===== src/rtl/fir_stream_controller_if.sv =====
// rtl/fir_stream_controller_if.sv - stream, config and datapath signals of the FIR stream controller
interface fir_stream_controller_if #(
    parameter int MAX_TAPS = 16
) ();
    localparam int TW = $clog2(MAX_TAPS);

    logic          cfg_valid;
    logic          cfg_ready;
    logic [TW-1:0] cfg_taps;
    logic          coeff_in_valid;
    logic          coeff_in_ready;
    logic [31:0]   coeff_in_data;
    logic          s_valid;
    logic          s_ready;
    logic [31:0]   s_data;
    logic          m_valid;
    logic          m_ready;
    logic [31:0]   m_data;
    logic          dp_rstn;
    logic [TW-1:0] tap_count;
    logic          coeff_data_valid;
    logic [31:0]   coeff_data;
    logic          input_data_valid;
    logic [31:0]   input_data;
    logic          compute;
    logic [31:0]   output_data;
    logic          output_data_valid;
    logic          coefficient_loading_complete;
    logic          busy;

    modport master (
        input  cfg_valid, cfg_taps, coeff_in_valid, coeff_in_data, s_valid, s_data, m_ready,
               output_data, output_data_valid, coefficient_loading_complete,
        output cfg_ready, coeff_in_ready, s_ready, m_valid, m_data, dp_rstn, tap_count,
               coeff_data_valid, coeff_data, input_data_valid, input_data, compute, busy
    );

    modport slave (
        output cfg_valid, cfg_taps, coeff_in_valid, coeff_in_data, s_valid, s_data, m_ready,
               output_data, output_data_valid, coefficient_loading_complete,
        input  cfg_ready, coeff_in_ready, s_ready, m_valid, m_data, dp_rstn, tap_count,
               coeff_data_valid, coeff_data, input_data_valid, input_data, compute, busy
    );
endinterface


===== src/rtl/fir_stream_controller.sv =====
// rtl/fir_stream_controller.sv - sequences tap config, coefficient load and sample streaming
// around an external FIR datapath, buffering its results in a small output FIFO.
module fir_stream_controller #(
    parameter int MAX_TAPS  = 16,
    parameter int OUT_DEPTH = 4
) (
    input  logic                    clk,
    input  logic                    rst,
    fir_stream_controller_if.master bus
);
    localparam int TW = $clog2(MAX_TAPS);
    localparam int PW = $clog2(OUT_DEPTH);
    localparam int CW = PW + 1;

    localparam logic [1:0] IDLE = 2'd0;
    localparam logic [1:0] LOAD = 2'd1;
    localparam logic [1:0] RUN  = 2'd2;

    logic [1:0]    state_q, state_d;
    logic [TW-1:0] tap_count_q, tap_count_d;
    logic [TW-1:0] coeff_cnt_q, coeff_cnt_d;
    logic          dp_rstn_q, dp_rstn_d;
    logic          coeff_valid_q, coeff_valid_d;
    logic [31:0]   coeff_data_q, coeff_data_d;
    logic          in_valid_q, in_valid_d;
    logic [31:0]   in_data_q, in_data_d;
    logic          pend_q;
    logic [CW-1:0] inflight_q, inflight_d;
    logic [31:0]   fifo_mem_q [OUT_DEPTH];
    logic [PW-1:0] wr_ptr_q, rd_ptr_q;
    logic [CW-1:0] fifo_cnt_q;
    logic [CW:0]   occupancy;
    logic          cfg_hs, coeff_hs, s_hs, push, pop;
    logic          unused_loading_complete;

    assign unused_loading_complete = bus.coefficient_loading_complete;

    // Results still in the datapath reserve FIFO space, so a push can never find it full.
    assign occupancy = {1'b0, fifo_cnt_q} + {1'b0, inflight_q};

    assign bus.s_ready        = (state_q == RUN) && (occupancy < (CW+1)'(OUT_DEPTH));
    assign bus.coeff_in_ready = (state_q == LOAD);
    assign s_hs               = bus.s_valid && bus.s_ready;
    assign bus.cfg_ready      = (state_q == IDLE) ||
                                ((state_q == RUN) && (inflight_q == '0) && (fifo_cnt_q == '0) && !s_hs);
    assign cfg_hs             = bus.cfg_valid && bus.cfg_ready;
    assign coeff_hs           = bus.coeff_in_valid && bus.coeff_in_ready;

    // The datapath answers two cycles after the handshake; warm-up results arrive invalid.
    assign push = pend_q && bus.output_data_valid;
    assign pop  = bus.m_valid && bus.m_ready;

    always_comb begin
        state_d       = state_q;
        tap_count_d   = tap_count_q;
        coeff_cnt_d   = coeff_cnt_q;
        dp_rstn_d     = 1'b1;
        coeff_valid_d = 1'b0;
        coeff_data_d  = coeff_data_q;
        in_valid_d    = 1'b0;
        in_data_d     = in_data_q;
        inflight_d    = inflight_q + CW'(s_hs) - CW'(pend_q);
        if (cfg_hs) begin
            tap_count_d = (bus.cfg_taps == '0) ? TW'(1) : bus.cfg_taps;
            coeff_cnt_d = '0;
            dp_rstn_d   = 1'b0;
            state_d     = LOAD;
        end
        if (coeff_hs) begin
            coeff_valid_d = 1'b1;
            coeff_data_d  = bus.coeff_in_data;
            coeff_cnt_d   = coeff_cnt_q + TW'(1);
            if (coeff_cnt_q == tap_count_q - TW'(1)) begin
                state_d = RUN;
            end
        end
        if (s_hs) begin
            in_valid_d = 1'b1;
            in_data_d  = bus.s_data;
        end
    end

    always_ff @(posedge clk) begin
        if (rst) begin
            state_q       <= IDLE;
            tap_count_q   <= '0;
            coeff_cnt_q   <= '0;
            dp_rstn_q     <= 1'b0;
            coeff_valid_q <= 1'b0;
            coeff_data_q  <= '0;
            in_valid_q    <= 1'b0;
            in_data_q     <= '0;
            pend_q        <= 1'b0;
            inflight_q    <= '0;
            wr_ptr_q      <= '0;
            rd_ptr_q      <= '0;
            fifo_cnt_q    <= '0;
        end else begin
            state_q       <= state_d;
            tap_count_q   <= tap_count_d;
            coeff_cnt_q   <= coeff_cnt_d;
            dp_rstn_q     <= dp_rstn_d;
            coeff_valid_q <= coeff_valid_d;
            coeff_data_q  <= coeff_data_d;
            in_valid_q    <= in_valid_d;
            in_data_q     <= in_data_d;
            pend_q        <= in_valid_q;
            inflight_q    <= inflight_d;
            if (push) begin
                wr_ptr_q <= wr_ptr_q + PW'(1);
            end
            if (pop) begin
                rd_ptr_q <= rd_ptr_q + PW'(1);
            end
            fifo_cnt_q <= fifo_cnt_q + CW'(push) - CW'(pop);
        end
    end

    always_ff @(posedge clk) begin
        if (push) begin
            fifo_mem_q[wr_ptr_q] <= bus.output_data;
        end
    end

    assign bus.m_valid          = (fifo_cnt_q != '0);
    assign bus.m_data           = bus.m_valid ? fifo_mem_q[rd_ptr_q] : '0;
    assign bus.dp_rstn          = dp_rstn_q;
    assign bus.tap_count        = tap_count_q;
    assign bus.coeff_data_valid = coeff_valid_q;
    assign bus.coeff_data       = coeff_data_q;
    assign bus.input_data_valid = in_valid_q;
    assign bus.input_data       = in_data_q;
    assign bus.compute          = in_valid_q;
    assign bus.busy             = (state_q != IDLE);
endmodule

===== src/flat_wrapper.sv =====
// flat-port wrapper written by rule: the top's interface ports become plain ports
module fir_stream_controller_flat 
#(
    parameter int MAX_TAPS  = 16,
    parameter int OUT_DEPTH = 4
)
  (clk, rst, bus_cfg_valid, bus_cfg_taps, bus_coeff_in_valid, bus_coeff_in_data, bus_s_valid, bus_s_data, bus_m_ready, bus_output_data, bus_output_data_valid, bus_coefficient_loading_complete, bus_cfg_ready, bus_coeff_in_ready, bus_s_ready, bus_m_valid, bus_m_data, bus_dp_rstn, bus_tap_count, bus_coeff_data_valid, bus_coeff_data, bus_input_data_valid, bus_input_data, bus_compute, bus_busy);
  fir_stream_controller_if #(.MAX_TAPS(MAX_TAPS)) bus_i ();
  input  logic clk;
  input  logic rst;
  input wire logic [$bits(bus_i.cfg_valid)-1:0] bus_cfg_valid;
  input wire logic [$bits(bus_i.cfg_taps)-1:0] bus_cfg_taps;
  input wire logic [$bits(bus_i.coeff_in_valid)-1:0] bus_coeff_in_valid;
  input wire logic [$bits(bus_i.coeff_in_data)-1:0] bus_coeff_in_data;
  input wire logic [$bits(bus_i.s_valid)-1:0] bus_s_valid;
  input wire logic [$bits(bus_i.s_data)-1:0] bus_s_data;
  input wire logic [$bits(bus_i.m_ready)-1:0] bus_m_ready;
  input wire logic [$bits(bus_i.output_data)-1:0] bus_output_data;
  input wire logic [$bits(bus_i.output_data_valid)-1:0] bus_output_data_valid;
  input wire logic [$bits(bus_i.coefficient_loading_complete)-1:0] bus_coefficient_loading_complete;
  output wire logic [$bits(bus_i.cfg_ready)-1:0] bus_cfg_ready;
  output wire logic [$bits(bus_i.coeff_in_ready)-1:0] bus_coeff_in_ready;
  output wire logic [$bits(bus_i.s_ready)-1:0] bus_s_ready;
  output wire logic [$bits(bus_i.m_valid)-1:0] bus_m_valid;
  output wire logic [$bits(bus_i.m_data)-1:0] bus_m_data;
  output wire logic [$bits(bus_i.dp_rstn)-1:0] bus_dp_rstn;
  output wire logic [$bits(bus_i.tap_count)-1:0] bus_tap_count;
  output wire logic [$bits(bus_i.coeff_data_valid)-1:0] bus_coeff_data_valid;
  output wire logic [$bits(bus_i.coeff_data)-1:0] bus_coeff_data;
  output wire logic [$bits(bus_i.input_data_valid)-1:0] bus_input_data_valid;
  output wire logic [$bits(bus_i.input_data)-1:0] bus_input_data;
  output wire logic [$bits(bus_i.compute)-1:0] bus_compute;
  output wire logic [$bits(bus_i.busy)-1:0] bus_busy;
  assign bus_i.cfg_valid = bus_cfg_valid;
  assign bus_i.cfg_taps = bus_cfg_taps;
  assign bus_i.coeff_in_valid = bus_coeff_in_valid;
  assign bus_i.coeff_in_data = bus_coeff_in_data;
  assign bus_i.s_valid = bus_s_valid;
  assign bus_i.s_data = bus_s_data;
  assign bus_i.m_ready = bus_m_ready;
  assign bus_i.output_data = bus_output_data;
  assign bus_i.output_data_valid = bus_output_data_valid;
  assign bus_i.coefficient_loading_complete = bus_coefficient_loading_complete;
  assign bus_cfg_ready = bus_i.cfg_ready;
  assign bus_coeff_in_ready = bus_i.coeff_in_ready;
  assign bus_s_ready = bus_i.s_ready;
  assign bus_m_valid = bus_i.m_valid;
  assign bus_m_data = bus_i.m_data;
  assign bus_dp_rstn = bus_i.dp_rstn;
  assign bus_tap_count = bus_i.tap_count;
  assign bus_coeff_data_valid = bus_i.coeff_data_valid;
  assign bus_coeff_data = bus_i.coeff_data;
  assign bus_input_data_valid = bus_i.input_data_valid;
  assign bus_input_data = bus_i.input_data;
  assign bus_compute = bus_i.compute;
  assign bus_busy = bus_i.busy;
  fir_stream_controller #(.MAX_TAPS(MAX_TAPS), .OUT_DEPTH(OUT_DEPTH)) u_core (.clk(clk), .rst(rst), .bus(bus_i));
endmodule

===== config.mk =====
export PLATFORM = sky130hd
export DESIGN_NAME = fir_stream_controller_flat
export DESIGN_NICKNAME = d
export VERILOG_FILES = /design/src/rtl/fir_stream_controller_if.sv /design/src/rtl/fir_stream_controller.sv /design/src/flat_wrapper.sv
export SDC_FILE = /design/constraint.sdc
export NUM_CORES = 1
export LEC_CHECK = 0
export ABC_AREA = 1
export CORE_UTILIZATION = 38
export CTS_CLUSTER_SIZE = 8
export DETAILED_ROUTE_END_ITERATION = 8
export PLACE_DENSITY = 0.73
export SLEW_MARGIN = 10
export SYNTH_ARGS = -nofsm -noshare
export SYNTH_HDL_FRONTEND = slang
export SYNTH_SLANG_ARGS = --single-unit

===== constraint.sdc =====
create_clock -name clk -period 4.6 [get_ports clk]
set_input_delay 0.92 -clock clk [delete_from_list [all_inputs] [get_ports clk]]
set_output_delay 0.92 -clock clk [all_outputs]
set_load 0.1 [all_outputs]

==> results of run 1 <==
[layout by cell type (no fill, tap or decap), types with 2 or more instances in the layout]
cell type        Yosys  final
clkbuf_16            0     31
ha_1                12     12
o21ai_0             64     64
nor2_4               1      5
clkbuf_1            24     17
xor2_1               6      6
buf_12               0     32
buf_4                1     12
inv_2                2      3
nand3_1              4      4
xnor2_1              3      3
dfxtp_1             90     89
fa_1                 2      2
clkinv_1             2      2
clkdlybuf4s50_1      0    182
a21oi_1             72     72
nand2_4              2      2
nor2_2               2      2
edfxtp_1           128    128
nand2_1             82     82
nand3b_1             2      2
nand2_2              3      3
nor3_1               2      2
inv_1               27     26
nor2_1             222    218
o21ai_1             42     42
[routing by layer]
metal  up-vias  track usage, %  part of all wire, %
met5         -               0                0.086
met4         2            4.80                  1.7
met3        30            5.67                   10
met2       241            30.8                   49
met1      3006            20.8                   39
li1       3164               -                    -
[flip-flops by register name, summed over array words and instances (netlist names), 2 cells and up, named ones only]
register,cells
u_core.rd_ptr_q,2
u_core.fifo_cnt_q,3
u_core.bus.tap_count,4
u_core.bus.input_data,32
u_core.inflight_q,3
u_core.coeff_cnt_q,4
u_core.wr_ptr_q,2
u_core.fifo_mem_q,128
u_core.bus.coeff_data,32
u_core.state_q,2
[final timing paths]
check	startpoint	to	slack, ns	cells past startpoint
worst max register to register	u_core.inflight_q[1]	u_core.inflight_q[2]	1.90	13
worst max-delay path	u_core.inflight_q[1]	bus_s_ready	1.00	5
worst min-delay path	u_core.bus.coeff_data[22]	u_core.bus.coeff_data[22]	0.46	2
worst min register to register	u_core.bus.coeff_data[22]	u_core.bus.coeff_data[22]	0.46	2
[kinds of logic after synthesis]
logic type / Yosys count
flip-flops: 218
AO/OA/AOI/OAI: 178
buffers and inverters: 78
AND/OR/NAND/NOR: 322
adder cells (fa/ha/maj): 14
XOR/XNOR: 9
[power by group through the flow]
stage	Sequential, W	Clock, W	Combinational [W]
2_1_floorplan	0.00229	0	0.00199
3_3_place_gp	0.00218	0	0.00327
3_5_place_dp	0.00218	0	0.00329
4_1_cts	0.00214	0.00207	0.00329
5_1_grt	0.00214	0.00215	0.00342
6_report	0.00214	0.00202	0.00327
[through the flow]
stage	worst slack, ns	hold slack (ns)
final	1.00	0.461
after global routing	0.895	0.485
after global placement	1.33	0.451
after detailed placement	1.35	0.454
after CTS	0.986	0.463
after floorplan	0.615	0.436
[cells in the mapped netlist]
library cell	instances	share of area (%)
nand4_1	1	0.075
o21ai_1	42	2.5
edfxtp_1	128	46
inv_1	27	1.2
nor3_2	1	0.12
inv_4	1	0.075
nor3_1	2	0.12
nand3_1	4	0.24
buf_4	1	0.089
clkinv_1	2	0.089
inv_2	2	0.089
clkbuf_1	24	1.1
o21ai_0	64	3.8
ha_1	12	1.8
dfxtp_1	90	21
xor2_1	6	0.63
nand2_1	82	3.7
fa_1	2	0.48
xnor2_1	3	0.31
nor2_1	222	9.9
nand3b_1	2	0.18
buf_1	5	0.22
a21oi_1	72	4.3
nor2_2	2	0.15
nand2_2	3	0.22
nand2_4	2	0.27
nor2_4	1	0.13
buf_2	16	0.95
[layout make-up]
class | count | share of cell area, %
repair buffers | 226 | 21.3
clock buffers | 48 | 7.00
inverters | 32 | 1.02
well taps | 280 | 2.92
flip-flops and latches | 218 | 47.1
clock inverters | 2 | 0.240
multi-input cells | 523 | 20.5
[worst min-delay path, cell delays in order, from the launching register on]
cell and delay [ns]:
dfxtp_1 0.30, nand2_1 0.06, a21oi_1 0.05
==> results.ini, run 1 <==
[run_status]
run_status = finished clean

[timing]
fin_skew_ns = 0.00641
final-setup-viol-count = 0
max_freq_mhz = 278
maxSlewHeadroom_pct = 29.4
grt_setup_unrepaired = false
min_period_over_period_pct = 78.2
max_slew.worst_pin.slew_ns = 1.05
fin_crit_ns = 3.60
slew_viol_final = 0
finalHoldViolCount = 0
fin_setup_tns_ns = 0

[floorplan]
core_um2 = 21800
die-height_um = 151
rows = 54
die_w_um = 151
die-area_um2 = 22700
ioPinCount = 217
initial_core_util_pct = 38.6

[logic_synthesis]
yosysUniqueCellTypes = 28
syn_avg_cell_area_um2 = 10.2
synth_adder_area_share_pct = 2.27
yosys_register_bits = 218
synthMuxAreaShare_pct = 0
yosys_warnings = 0
synthCells = 819
synth-seq-area-share_pct = 67.3
syn_area_um2 = 8390
postSynthNetCount = 941
synth_xor_area_share_pct = 0.939
yosys.area_share.simple_pct = 15.1
synth_top_family_by_area = simple AND/OR/NAND/NOR gates
synth_compound_area_share_pct = 10.6

[critical_path]
slowest_stage = clkdlybuf4s50_1
end_kind = primary output
start_kind = register
critical_path.top_delay_family = buffers and inverters
path_buf_inv = 1
critical_path_class = reg -> out
crit_chain = ha_1 -> nand3_1 -> nand2_1 -> nor2_4 -> clkdlybuf4s50_1
cp_max_fo = 5
cp_slowest_stage_delay_ns = 1.15
critical_path_arrival_ns = 2.68
cp.required_ns = 3.68

[routing]
wl_per_cell_um = 14.9
drt-initial-drc-count = 263
vias = 6443
first_pass_iters = 4
drtAntennaViolNets = 0
routed_via_density = 4.85
drc_errors = 0
routed_wl_mm = 19.8

[clock_network]
cts_tree = done
cts_buffer_depth = 3
clk_pin_slew_ns = 0.05
clk_latency_ns = 0.54
cts_buffers = 31
h-tree-depth = 1
cts_setup_buffers = 0
cts_sinks = 218
ctsResizeCount = 0
ctsHoldBuffers = 0
root_buffer = clkbuf_16

[global_route]
first_global_vias = 6323
grt_pass1_wl_mm = 31.3
antenna_found_initial = 1
overflow = 0
grt.total_usage_pct = 17.7
grt_max_degree = 65

[power]
pwr-share-clk_pct = 27.2
peakVddDrop_v = 0.000414
p_comb_share_pct = 44.0
internal_power_w = 0.00434
finalPower_w = 0.00743
swShare_pct = 41.5
power_frac_seq_pct = 28.8
p_per_area_nw_per_um2 = 619
p_leak_nw = 4.30
p_switching_w = 0.00308

[layout]
final_layout_size_suffix_gt1_share_pct = 9.06
final_area_um2 = 12000
final_cells = 1329
regArea_um2 = 5650
nFillCells = 1826
final_util_pct = 55.1
n_antenna_cell = 0
layout.nets = 1154
multiInputGateArea_um2 = 2460
areaGrowthSynthToFinish_pct = 43.0

[min_path]
hold_class = reg -> reg

[placement]
dpl-instance-area_um2 = 11100
gp_congestion = 0.751
place.port_buffers = 215
dp.cells = 1279
post-dp-hpwl_mm = 12.2

[flow_run]
cap_viol_max_count = 0

Power figures use the tool's default switching activity.
==> run 2: changes to the inputs <==
Clock period 4.6 ns to 3.47 ns, I/O delays scaled along.
==> run 2 against run 1 <==
Final cell count grew 0.30%. Register-to-register slack got worse by 0.77 ns. First-iteration DRC count shrank 1.9%. Clock power increased by 33%. Global-route usage down 0.27 points. Non-clock buffer count grew 3.
==> results.ini, run 2 (synthesis results as in run 1) <==
[layout]
final_common_cell = nor2_1
final_area_um2 = 12000
layout.nets = 1157
regArea_um2 = 5650
areaGrowthSynthToFinish_pct = 43.3
layout_common_cells = 218 x nor2_1, 172 x clkdlybuf4s50_1, 128 x edfxtp_1, 89 x dfxtp_1, 82 x nand2_1
multiInputGateArea_um2 = 2460
nFillCells = 1867
final_layout_size_suffix_gt1_share_pct = 10.2
largest_register_ffs = 128
n_antenna_cell = 0
final_cells = 1333
regMostFlops = u_core.fifo_mem_q

[run_status]
run_status = finished clean

[critical_path]
critical_path.top_delay_family = buffers and inverters
crit_chain = clkinv_1 -> buf_4 -> o21ai_0 -> a21oi_1 -> buf_12
end_kind = primary output
r2r-end = u_core.inflight_q[2]
cp_slowest_stage_delay_ns = 0.49
reg2reg_depth = 13
critical_path_arrival_ns = 2.31
cp_max_fo = 54
start_kind = register
r2r_slack_ns = 1.13
r2r-start = u_core.inflight_q[1]
slowest_stage = buf_4
cp.required_ns = 2.78
critical_path_class = reg -> out
path_buf_inv = 3

[placement]
dp_slack_ns = 0.795
gp_congestion = 0.737
post-dp-hpwl_mm = 12.0
place.port_buffers = 215
dp.cells = 1282
dpl-instance-area_um2 = 11200

[power]
p_per_area_nw_per_um2 = 821
peakVddDrop_v = 0.000448
p_leak_nw = 4.33

[timing]
max_freq_mhz = 333
final-setup-viol-count = 0
max_slew.worst_pin.slew_ns = 1.01
grt_setup_unrepaired = false
fin_crit_ns = 3.01
maxSlewHeadroom_pct = 32.5
fin_skew_ns = 0.00872
slew_viol_final = 0
finalHoldViolCount = 0
fin_ws_ns = 0.464
min_period_over_period_pct = 86.6

[floorplan]
rows = 54
die-height_um = 151
initial_core_util_pct = 38.6
ioPinCount = 217
die-area_um2 = 22700
die_w_um = 151
core_um2 = 21800

[global_route]
grt_max_degree = 55
antenna_found_initial = 1
grt.total_usage_pct = 17.4
first_global_vias = 6200
overflow = 0
grt_pass1_wl_mm = 30.9

[routing]
drtAntennaViolNets = 0
wl_per_cell_um = 14.8
first_pass_iters = 5
routed_via_density = 4.82
vias = 6431
drt-initial-drc-count = 258
routed_wl_mm = 19.7
drc_errors = 0

[clock_network]
cts_buffer_depth = 3
cts_setup_buffers = 0
root_buffer = clkbuf_16
cts_buffers = 31
cts_tree = done
ctsHoldBuffers = 0
clk_latency_ns = 0.54
clk_pin_slew_ns = 0.05
ctsResizeCount = 0
cts_sinks = 218
h-tree-depth = 1

[flow_run]
cap_viol_max_count = 0

[min_path]
hold_depth = 2
hold_class = reg -> reg
hold_path_startpoint = u_core.bus.coeff_data[10]
min_to = u_core.bus.coeff_data[10]

run 2: per-layer routing:
layer | share of wire (%) | global-route usage (%) | vias up | wire, um
met2 | 48 | 29.9 | 232 | 9430
met4 | 1.2 | 3.95 | 2 | 231
met1 | 41 | 21.0 | 2996 | 8120
li1 | - | - | 3177 | -
met5 | 0.066 | 0 | - | 13
met3 | 9.7 | 5.94 | 24 | 1910
run 2: power by group:
| group | total [W] | switching, W | internal, W |
|---|---|---|---|
| logic | 0.00435 | 0.00302 | 0.00133 |
| registers | 0.00283 | 0.0000402 | 0.00279 |
| clock network | 0.00269 | 0.00105 | 0.00164 |
run 2: worst max path at each step:
stage | to | depth (start not counted)
detailed placement | bus_cfg_ready | 6
floorplan | bus_m_data[10] | 5
finish | bus_m_data[9] | 5
global placement | bus_cfg_ready | 6
CTS | bus_m_data[1] | 5
global route | bus_m_data[31] | 5
run 2: final cells by class:
class / count / area share [%]
flip-flops and latches: 218 / 47.0
clock buffers: 49 / 7.01
repair buffers: 229 / 21.4
multi-input cells: 523 / 20.4
clock inverters: 2 / 0.229
inverters: 32 / 1.02
well taps: 280 / 2.91
run 2: through the flow:
step	util, %	hold WS (ns)	setup TNS [ns]	power [W]
6_report	55.3	0.460	0	0.00987
5_1_grt	55.3	0.484	0	0.0102
4_1_cts	55.3	0.464	0	0.00995
3_5_place_dp	51.3	0.453	0	0.00725
3_3_place_gp	51.3	0.451	0	0.00722
2_1_floorplan	-	0.436	-8.84	0.00567
run 2: worst min-delay path, delay by kind of cell (launching register included):
kind / cells / cell delay [ns]
flip-flops: 1 / 0.30
AO/OA/AOI/OAI: 1 / 0.05
AND/OR/NAND/NOR: 1 / 0.06
==> run 3: changes to the inputs <==
Settings changed: RECOVER_POWER set to 25, SKIP_LAST_GASP set to 1.
==> run 3 against run 2 <==
Clock power about the same. Maximum frequency decreased by 0.37%. Setup slack got worse by 0.011 ns. Flip-flop and latch count stayed put. Clock-buffer cell count did not move. Non-clock buffer count did not move. Total power fell by 0.10%.
==> results.ini, run 3 (synthesis results as in run 1) <==
[routing]
wl_per_cell_um = 14.8
routed_via_density = 4.84
drtAntennaViolNets = 0
drc_errors = 0
drt-initial-drc-count = 257
routed_wl_mm = 19.7
first_pass_iters = 8
vias = 6456

[critical_path]
slowest_stage = buf_4
crit_chain = clkinv_1 -> buf_4 -> o21ai_0 -> a21oi_1 -> buf_12
critical_path_class = reg -> out
cp_slowest_stage_delay_ns = 0.50
start_kind = register
critical_path.top_delay_family = buffers and inverters
path_buf_inv = 3
critical_path_arrival_ns = 2.32
end_kind = primary output
cp.required_ns = 2.78
r2r_slack_ns = 1.13
cp_max_fo = 54

[layout]
final_util_pct = 55.3
final_cells = 1333
n_antenna_cell = 0
final_layout_size_suffix_gt1_share_pct = 10.2
layout_common_cells = 218 x nor2_1, 142 x clkdlybuf4s50_1, 128 x edfxtp_1, 89 x dfxtp_1, 82 x nand2_1
regMostFlops = u_core.fifo_mem_q
layout.nets = 1157
final_common_cell = nor2_1
areaGrowthSynthToFinish_pct = 43.3
final_area_um2 = 12000
largest_register_ffs = 128

[clock_network]
h-tree-depth = 1
cts_sinks = 218
cts_buffer_depth = 3
clk_pin_slew_ns = 0.05
cts_setup_buffers = 0
ctsHoldBuffers = 0
cts_tree = done
root_buffer = clkbuf_16
cts_buffers = 31
ctsResizeCount = 0
clk_latency_ns = 0.54

[placement]
dpl-instance-area_um2 = 11200
dp.cells = 1282
gp_congestion = 0.737
place.port_buffers = 215
post-dp-hpwl_mm = 12.0

[timing]
fin_skew_ns = 0.00982
fin_crit_ns = 3.02
min_period_over_period_pct = 87.0
max_freq_mhz = 331
max_slew.worst_pin.slew_ns = 1.01
fin_setup_tns_ns = 0
finalHoldViolCount = 0
hold_ws_ns = 0.460
final-setup-viol-count = 0
grt_setup_unrepaired = false
maxSlewHeadroom_pct = 32.4
slew_viol_final = 0

[global_route]
overflow = 0
grt.total_usage_pct = 17.4
first_global_vias = 6200
grt_pass1_wl_mm = 30.9
antenna_found_initial = 1
grt_max_degree = 55

[floorplan]
die-height_um = 151
core_um2 = 21800
die-area_um2 = 22700
rows = 54
initial_core_util_pct = 38.6
ioPinCount = 217
die_w_um = 151

[min_path]
hold_class = reg -> reg

[power]
p_per_area_nw_per_um2 = 820
p_leak_nw = 4.34
peakVddDrop_v = 0.000448

[run_status]
run_status = finished clean

[flow_run]
cap_viol_max_count = 0

run 3: area by class of cell:
class,instances,area (um^2)
well taps,280,350
clock inverters,2,27.5
fillers,1867,9730
inverters,32,123
repair buffers,229,2570
flip-flops and latches,218,5650
clock buffers,49,843
multi-input cells,523,2460
run 3: power by group:
part / total (W) / internal (W) / switching [W]
registers: 0.00283 / 0.00279 / 0.0000402
logic: 0.00434 / 0.00132 / 0.00302
clock network: 0.00268 / 0.00164 / 0.00104
run 3: final timing paths:
path,end,from,depth (start not counted)
worst max-delay path,bus_m_data[9],register,5
worst min-delay path,u_core.bus.coeff_data[10],u_core.bus.coeff_data[10],2
worst max register to register,u_core.inflight_q[2],u_core.inflight_q[1],13
worst min register to register,u_core.bus.coeff_data[10],u_core.bus.coeff_data[10],2
run 3: tightest hold or removal path, cell delays in order (launching register included):
cell,delay [ns]
dfxtp_1,0.30
nand2_1,0.06
a21oi_1,0.05
run 3: per-layer routing:
layer  vias to the layer above  track usage [%]  share of wire [%]
li1                       3176                -                  -
met1                      2995             21.0                 41
met2                       253             29.9                 48
met3                        30             5.94                9.8
met4                         2             3.95                1.2
met5                         -                0              0.066
run 3: through the flow:
step	power [W]	setup slack [ns]
final	0.00986	0.452
after global routing	0.0102	0.293
after detailed placement	0.00725	0.795
after global placement	0.00722	0.793
after CTS	0.00995	0.424
after floorplan	0.00567	-0.289
